$ cat src/rtl/instr_fetch_unit.sv
// Single-issue fetch front end: fetches one instruction into the IR, holds it until
// execute accepts it, then resolves the next PC from the decoder's branch verdict.
module instr_fetch_unit #(
  parameter int unsigned       ADDR_W   = 32,
  parameter logic [ADDR_W-1:0] RESET_PC = {ADDR_W{1'b0}},
  parameter logic [ADDR_W-1:0] PC_STEP  = ADDR_W'(32'd4),
  parameter logic [5:0]        HALT_OP  = 6'b111111
) (
  input  logic              clk,
  input  logic              rst,
  output logic              imem_req,
  output logic [ADDR_W-1:0] imem_addr,
  input  logic              imem_ready,
  input  logic [31:0]       imem_rdata,
  output logic              instr_valid,
  output logic [31:0]       instr,
  output logic [5:0]        op_code,
  output logic [ADDR_W-1:0] pc_out,
  input  logic              ex_ready,
  input  logic [1:0]        br,
  input  logic              carry,
  input  logic [ADDR_W-1:0] reg_target,
  input  logic [ADDR_W-1:0] imm_offset,
  output logic              link_valid,
  output logic [ADDR_W-1:0] link_addr,
  output logic              halted,
  output logic [31:0]       issue_count
);

  typedef enum logic [1:0] {
    BOOT  = 2'd0,
    FETCH = 2'd1,
    ISSUE = 2'd2,
    HALT  = 2'd3
  } state_e;

  state_e              state_r, next_state_s;
  logic [ADDR_W-1:0]   pc_r, next_pc_s, pc_seq_s, pc_rel_s;
  logic [31:0]         instr_r;
  logic                req_r, req_nxt_s;
  logic                valid_r, valid_nxt_s;
  logic                halted_r, halted_nxt_s;
  logic                link_valid_r, link_valid_nxt_s;
  logic [ADDR_W-1:0]   link_addr_r;
  logic [31:0]         issue_count_r;
  logic                fetch_done_s, fire_s, halt_op_s;

  assign pc_seq_s     = pc_r + PC_STEP;
  assign pc_rel_s     = pc_r + imm_offset;
  assign fetch_done_s = (state_r == FETCH) && imem_ready;
  assign fire_s       = (state_r == ISSUE) && ex_ready;
  assign halt_op_s    = (instr_r[31:26] == HALT_OP);

  // Next-state logic
  always_comb begin
    next_state_s = state_r;
    case (state_r)
      BOOT:  next_state_s = FETCH;
      FETCH: begin
        if (imem_ready) next_state_s = ISSUE;
        else            next_state_s = FETCH;
      end
      ISSUE: begin
        if (ex_ready) next_state_s = halt_op_s ? HALT : FETCH;
        else          next_state_s = ISSUE;
      end
      HALT:    next_state_s = HALT;
      default: next_state_s = BOOT;
    endcase
  end

  // Next-PC selection; a halting instruction leaves the PC where it is
  always_comb begin
    next_pc_s = pc_r;
    if (fire_s && !halt_op_s) begin
      case (br)
        2'b00:   next_pc_s = pc_seq_s;
        2'b01:   next_pc_s = reg_target;
        2'b10:   next_pc_s = carry ? pc_rel_s : pc_seq_s;
        2'b11:   next_pc_s = pc_rel_s;
        default: next_pc_s = pc_seq_s;
      endcase
    end else begin
      next_pc_s = pc_r;
    end
  end

  // Output decode, evaluated one cycle early so every control output comes from a flop
  always_comb begin
    req_nxt_s        = (next_state_s == FETCH);
    valid_nxt_s      = (next_state_s == ISSUE);
    halted_nxt_s     = (next_state_s == HALT);
    link_valid_nxt_s = fire_s && !halt_op_s && (br == 2'b11);
  end

  // State and control-output registers
  always_ff @(posedge clk or negedge rst) begin
    if (!rst) begin
      state_r      <= BOOT;
      req_r        <= 1'b0;
      valid_r      <= 1'b0;
      halted_r     <= 1'b0;
      link_valid_r <= 1'b0;
    end else begin
      state_r      <= next_state_s;
      req_r        <= req_nxt_s;
      valid_r      <= valid_nxt_s;
      halted_r     <= halted_nxt_s;
      link_valid_r <= link_valid_nxt_s;
    end
  end

  // Datapath registers: PC, IR, link address and saturating issue counter
  always_ff @(posedge clk or negedge rst) begin
    if (!rst) begin
      pc_r          <= RESET_PC;
      instr_r       <= 32'd0;
      link_addr_r   <= {ADDR_W{1'b0}};
      issue_count_r <= 32'd0;
    end else begin
      pc_r <= next_pc_s;
      if (fetch_done_s) instr_r <= imem_rdata;
      if (fire_s && (issue_count_r != 32'hFFFF_FFFF)) issue_count_r <= issue_count_r + 32'd1;
      if (link_valid_nxt_s) link_addr_r <= pc_seq_s;
    end
  end

  assign imem_req    = req_r;
  assign imem_addr   = pc_r;
  assign instr_valid = valid_r;
  assign instr       = instr_r;
  assign op_code     = instr_r[31:26];
  assign pc_out      = pc_r;
  assign link_valid  = link_valid_r;
  assign link_addr   = link_addr_r;
  assign halted      = halted_r;
  assign issue_count = issue_count_r;

endmodule

$ cat config.mk
export PLATFORM = sky130hd
export DESIGN_NAME = instr_fetch_unit
export DESIGN_NICKNAME = d
export VERILOG_FILES = /design/src/rtl/instr_fetch_unit.sv
export SDC_FILE = /design/constraint.sdc
export NUM_CORES = 1
export LEC_CHECK = 0
export ABC_AREA = 1
export ABC_CLOCK_PERIOD_IN_PS = 4900
export BUFFER_PORTS_ARGS = -buffer_cell sky130_fd_sc_hd__buf_2
export CELL_PAD_IN_SITES_DETAIL_PLACEMENT = 0
export CELL_PAD_IN_SITES_GLOBAL_PLACEMENT = 1
export CORE_ASPECT_RATIO = 0.6
export CORE_MARGIN = 1.5
export CORE_UTILIZATION = 40
export DETAILED_ROUTE_END_ITERATION = 10
export PLACE_DENSITY_LB_ADDON = 0.1
export SYNTH_ARGS = -nofsm -noshare
export SYNTH_HDL_FRONTEND = slang
export SYNTH_SLANG_ARGS = --single-unit
$ cat constraint.sdc
create_clock -name clk -period 4.9 [get_ports clk]
set_input_delay 0.49 -clock clk [delete_from_list [all_inputs] [get_ports clk]]
set_output_delay 0.49 -clock clk [all_outputs]
set_load 0.01 [all_outputs]
Word-level counts from Yosys, hierarchy flattened

Cells that the tools add are included.

Bits in registers: 134
Output and inout bits: 170
Input bits: 103

Reduce and logical (&&, ||, !) cells: 8
Muxes and demuxes: 6
Eq/ne operators: 11
Add/subtract/negate cells: 3

Operators with widths:

| cell                    | number |
|---|---|
| $pmux W32 S4            | 1 |
| $add A32 B1 Y32 const B | 1 |
| $add A32 B3 Y32 const B | 1 |
| $add A32 B32 Y32        | 1 |
| $mux W32                | 1 |
| $ne A32 B32 Y1 const B  | 1 |
| $eq A2 B2 Y1 const B    | 6 |
| $pmux W2 S4             | 1 |
| $eq A2 B1 Y1 const B    | 3 |
| $eq A6 B6 Y1 const B    | 1 |
| $mux W2                 | 3 |
| $logic_and A1 B1 Y1     | 5 |
| $logic_not A2 Y1        | 2 |
| $logic_not A1 Y1        | 1 |

Depth between registers and ports, before layout

Word-level depth: 5
Depth in mapped cells: 16
Mapped depth without buffers: 16

Worst setup path after synthesis

Ideal clock, no wire load.

Path kind: input port to flip-flop
From: in imm_offset[0]
To: reg pc_r[16] (netlist: imem_addr[16])
Setup time: 118 ps
Cell stages on the path: 15
Arrival time: 1902 ps
Setup slack: 2880 ps
Buffers on the path: 0
Data required time: 4782 ps
Path through: ha_1 inv_1 fa_1 inv_1 nand3_1 nand3_1 nand2_1 nand2_1 nand2_1 nand2_1 nand2_1 nand2_1 o21ai_0 a21oi_1 nor2_1

Word-level cells in the longest chain between the ends: 3

RTL lines:

| element              | RTL line | RTL |
|---|---|---|
| start, declared      | 23       | `input logic [ADDR_W-1:0] imm_offset,` |
| $add A32 B32 Y32 (*) | 49       | `assign pc_rel_s = pc_r + imm_offset;` |
| $mux W32             | 79       | `2'b10: next_pc_s = carry ? pc_rel_s : pc_seq_s;` |
| $pmux W32 S4 (*)     | 76       | `case (br)` |
| end signal, assigned | 121      | `pc_r <= next_pc_s;` |
| end, declared        | 38       | `logic [ADDR_W-1:0] pc_r, next_pc_s, pc_seq_s, pc_rel_s;` |

Mark *: on every way between the ends. The rest lies on a longest branch, timed or not.
A chain may end at the register's enable or synchronous reset.

Final worst setup path

From: reg state_r[0]
To: reg link_addr_r[23] (netlist: link_addr[23])

Word-level cells in the longest chain between the ends: 4

RTL lines:

| element                          | RTL line | RTL |
|---|---|---|
| start, declared                  | 37       | `state_e state_r, next_state_s;` |
| start signal, assigned           | 105      | `state_r <= next_state_s;` |
| $eq A2 B2 Y1                     | 51       | `assign fire_s = (state_r == ISSUE) && ex_ready;` |
| $logic_and A1 B1 Y1              | 51       |  |
| $logic_and A1 B1 Y1 (2 in a row) | 93       | `link_valid_nxt_s = fire_s && !halt_op_s && (br == 2'b11);` |
| end signal, assigned             | 118      | `link_addr_r <= {ADDR_W{1'b0}};` |
| end signal, assigned             | 124      | `if (link_valid_nxt_s) link_addr_r <= pc_seq_s;` |
| end, declared                    | 44       | `logic [ADDR_W-1:0] link_addr_r;` |

Every way passes these cells.

==> flow_metrics.tcl <==
set metrics [dict create \
    synth-seq-cells 134 \
    ys.warnings.count 0 \
    drv_slew 0 \
    ys_top_cells_by_count "nand2_1 (481), inv_1 (195), dfrtp_1 (134)" \
    synth_ff_type "dfrtp_1" \
    clkSinkCount 134 \
    grt-ovfl-total 0 \
    cts_tree "done" \
    die-area_um2 25600 \
    fin_crit_ps 2960 \
    synth.distinct_cells 48 \
    setup_slack_ps 1940 \
    setup_viol 0 \
    power_uw 7290 \
    cap_violations 0 \
    post-place-ws_ps 1860 \
    skew_ps 7.00 \
    die_h_um 125 \
    start_kind "flip-flop" \
    p_comb_frac 0.500 \
    drt_iter0_drc 925 \
    critPathArrivalTime_ps 3270 \
    gp_congestion 0.914 \
    wl_per_cell_um 17.0 \
    cts-resized-gates 0 \
    cts_setup_buffers 0 \
    required_ps 5220 \
    synth.most_common_cell "nand2_1" \
    vias_per_cell 4.90 \
    instances_no_fill 1990 \
    row_count 44 \
    syn_avg_cell_area_um2 6.92 \
    min_path_type "in -> async" \
    status "complete, no violations" \
    ys_async_sr_fraction 1.00 \
    powerDensity_nw_per_um2 610 \
    post-synth-top-area-cell "dfrtp_1" \
    gr-usage-met3 0.0542 \
    cts_made_buffers 17 \
    p_leak_uw 0.00675 \
    crit_path_max_fanout 52 \
    io_buffer_count 272 \
    num_antenna_cells 0 \
    seq_area_frac_synth 0.340 \
    finalCritPeriodShare 0.604 \
    n_fill_cell 2498 \
    critPathCaptureType "flip-flop" \
    dp_cells 1958 \
    track_usage 0.270 \
    syn2layout_area_growth_pct 21.2 \
    swShare 0.462 \
    grt_first_pass_wirelength_mm 52.7 \
    antenna_found_initial 0 \
    synth_top_area_frac 0.340 \
    detail-route-antenna-nets 0 \
    syn_nets 1562 \
    dr.pass1.iters 5 \
    grt_pass1_vias 8995 \
    synthCells 1425 \
    p_int_uw 3930 \
    p_sw_uw 3370 \
    synth_edf_count 0 \
    dpl.hpwl_mm 27.2 \
    hold_buffers 0 \
    clkTransAtPathRegs_ps 60 \
    drc_errors 0 \
    grt-busiest-layer "met1" \
    fmaxAchievable_ghz 0.338 \
    slew_headroom 0.211 \
    grt_max_degree 97 \
    core_area_um2 24200 \
    io_pins 273 \
    h-tree-depth 4 \
    ir_worst_vdd_uv 268 \
    nets 1792 \
    grt_util_met2 0.350 \
    root_buffer "clkbuf_16" \
    grt_util_met1 0.450 \
    fin_tns_setup_ps 0 \
    insertion_delay_ps 420 \
    ys_top_cells_by_area "dfrtp_1 (34%), nand2_1 (18%), inv_1 (7.4%)" \
    cts_buffer_depth 2 \
    rsz0062_at_grt "false" \
    clkPwrFrac 0.212 \
    via_count 9742 \
    synthesis.area_um2 9860 \
    drive_gt1_frac 0.243 \
    finalHoldViolCount 0 \
    path_class "reg -> reg" \
    tightest_slew_ps 1170 \
    routed_wl_mm 33.8 \
    start_util 0.408 \
    die_w_um 206 \
    p_seq_frac 0.288 \
]
## power by group through the flow
stage	logic [uW]	registers [uW]	clock network (uW)
global route	4100	2170	1620
global placement	3600	2100	0
floorplan	2350	2120	0
detailed placement	3620	2120	0
CTS	3640	2100	1560
finish	3650	2100	1540
## critical path, stage by stage (launching register included)
cell and delay [ps]:
dfrtp_1 350, inv_1 80, nand2_1 60, nor2_1 220
nand2_1 560, nor2_2 730, inv_2 490, o31ai_1 330
## per-stage QoR
step	util	cell area (um2)	hold slack [ps]
global placement	0.466	11300	462
CTS	0.495	12000	211
detailed placement	0.466	11300	461
floorplan	-	9860	194
global route	0.495	12000	258
finish	0.495	12000	174
## sequential cells by signal (all words and copies together) (netlist names)
register,flops
imem_addr,32
link_addr,32
state_r,2
issue_count,32
link_valid,1
imem_req,1
instr_valid,1
instr,32
halted,1
## cells by family after synthesis
logic type               synth area share
AO/OA/AOI/OAI                      0.0739
flip-flops                          0.340
XOR/XNOR                           0.0487
buffers and inverters               0.122
multiplexers                       0.0365
adder cells (fa/ha/maj)            0.0439
AND/OR/NAND/NOR                     0.335
## placed cells by master (no fill, tap or decap), types with 6 or more instances in the layout
cell and count:
dfrtp_1 134, clkbuf_16 17, nor3_1 15, xor2_1 38
buf_2 271, nand2_2 7, bufinv_16 7, xnor2_1 15
nor2_1 115, nand4_1 11, inv_1 195, nor3_2 9
mux2_2 32, nand3_1 82, nand2_1 481, o21ai_1 8
o21ai_0 52, a21oi_1 56, buf_4 6, inv_2 10
nor2_2 13, nand3b_1 6, ha_1 33
## area by class of cell
cell class                 instances  area [um2]  area share
multi-input combinational       1018        5310       0.444
sequential                       134        3350       0.280
timing repair buffer             278        1410       0.118
inverter                         206         773      0.0647
clock buffer                      20         457      0.0382
tap                              322         403      0.0337
clock inverter                    12         248      0.0207
## final timing paths
path | startpoint | endpoint | slack, ps | cells past startpoint
setup / recovery | state_r[0] | link_addr[23] | 1940 | 7
hold / removal | rst | issue_count[16] | 170 | 1
setup reg to reg | state_r[0] | link_addr[23] | 1940 | 7
hold reg to reg | link_addr[12] | link_addr[12] | 470 | 2
max in group asynchronous | rst | instr[21] | 3630 | 2
min in group clk | imem_rdata[1] | instr[1] | 300 | 2
## metal layers
metal | part of all wire | wire length (um)
met4 | 0.0055 | 185
met2 | 0.38 | 12700
met3 | 0.084 | 2830
met1 | 0.53 | 18100
met5 | 0 | 0
Power figures use the tool's default switching activity.
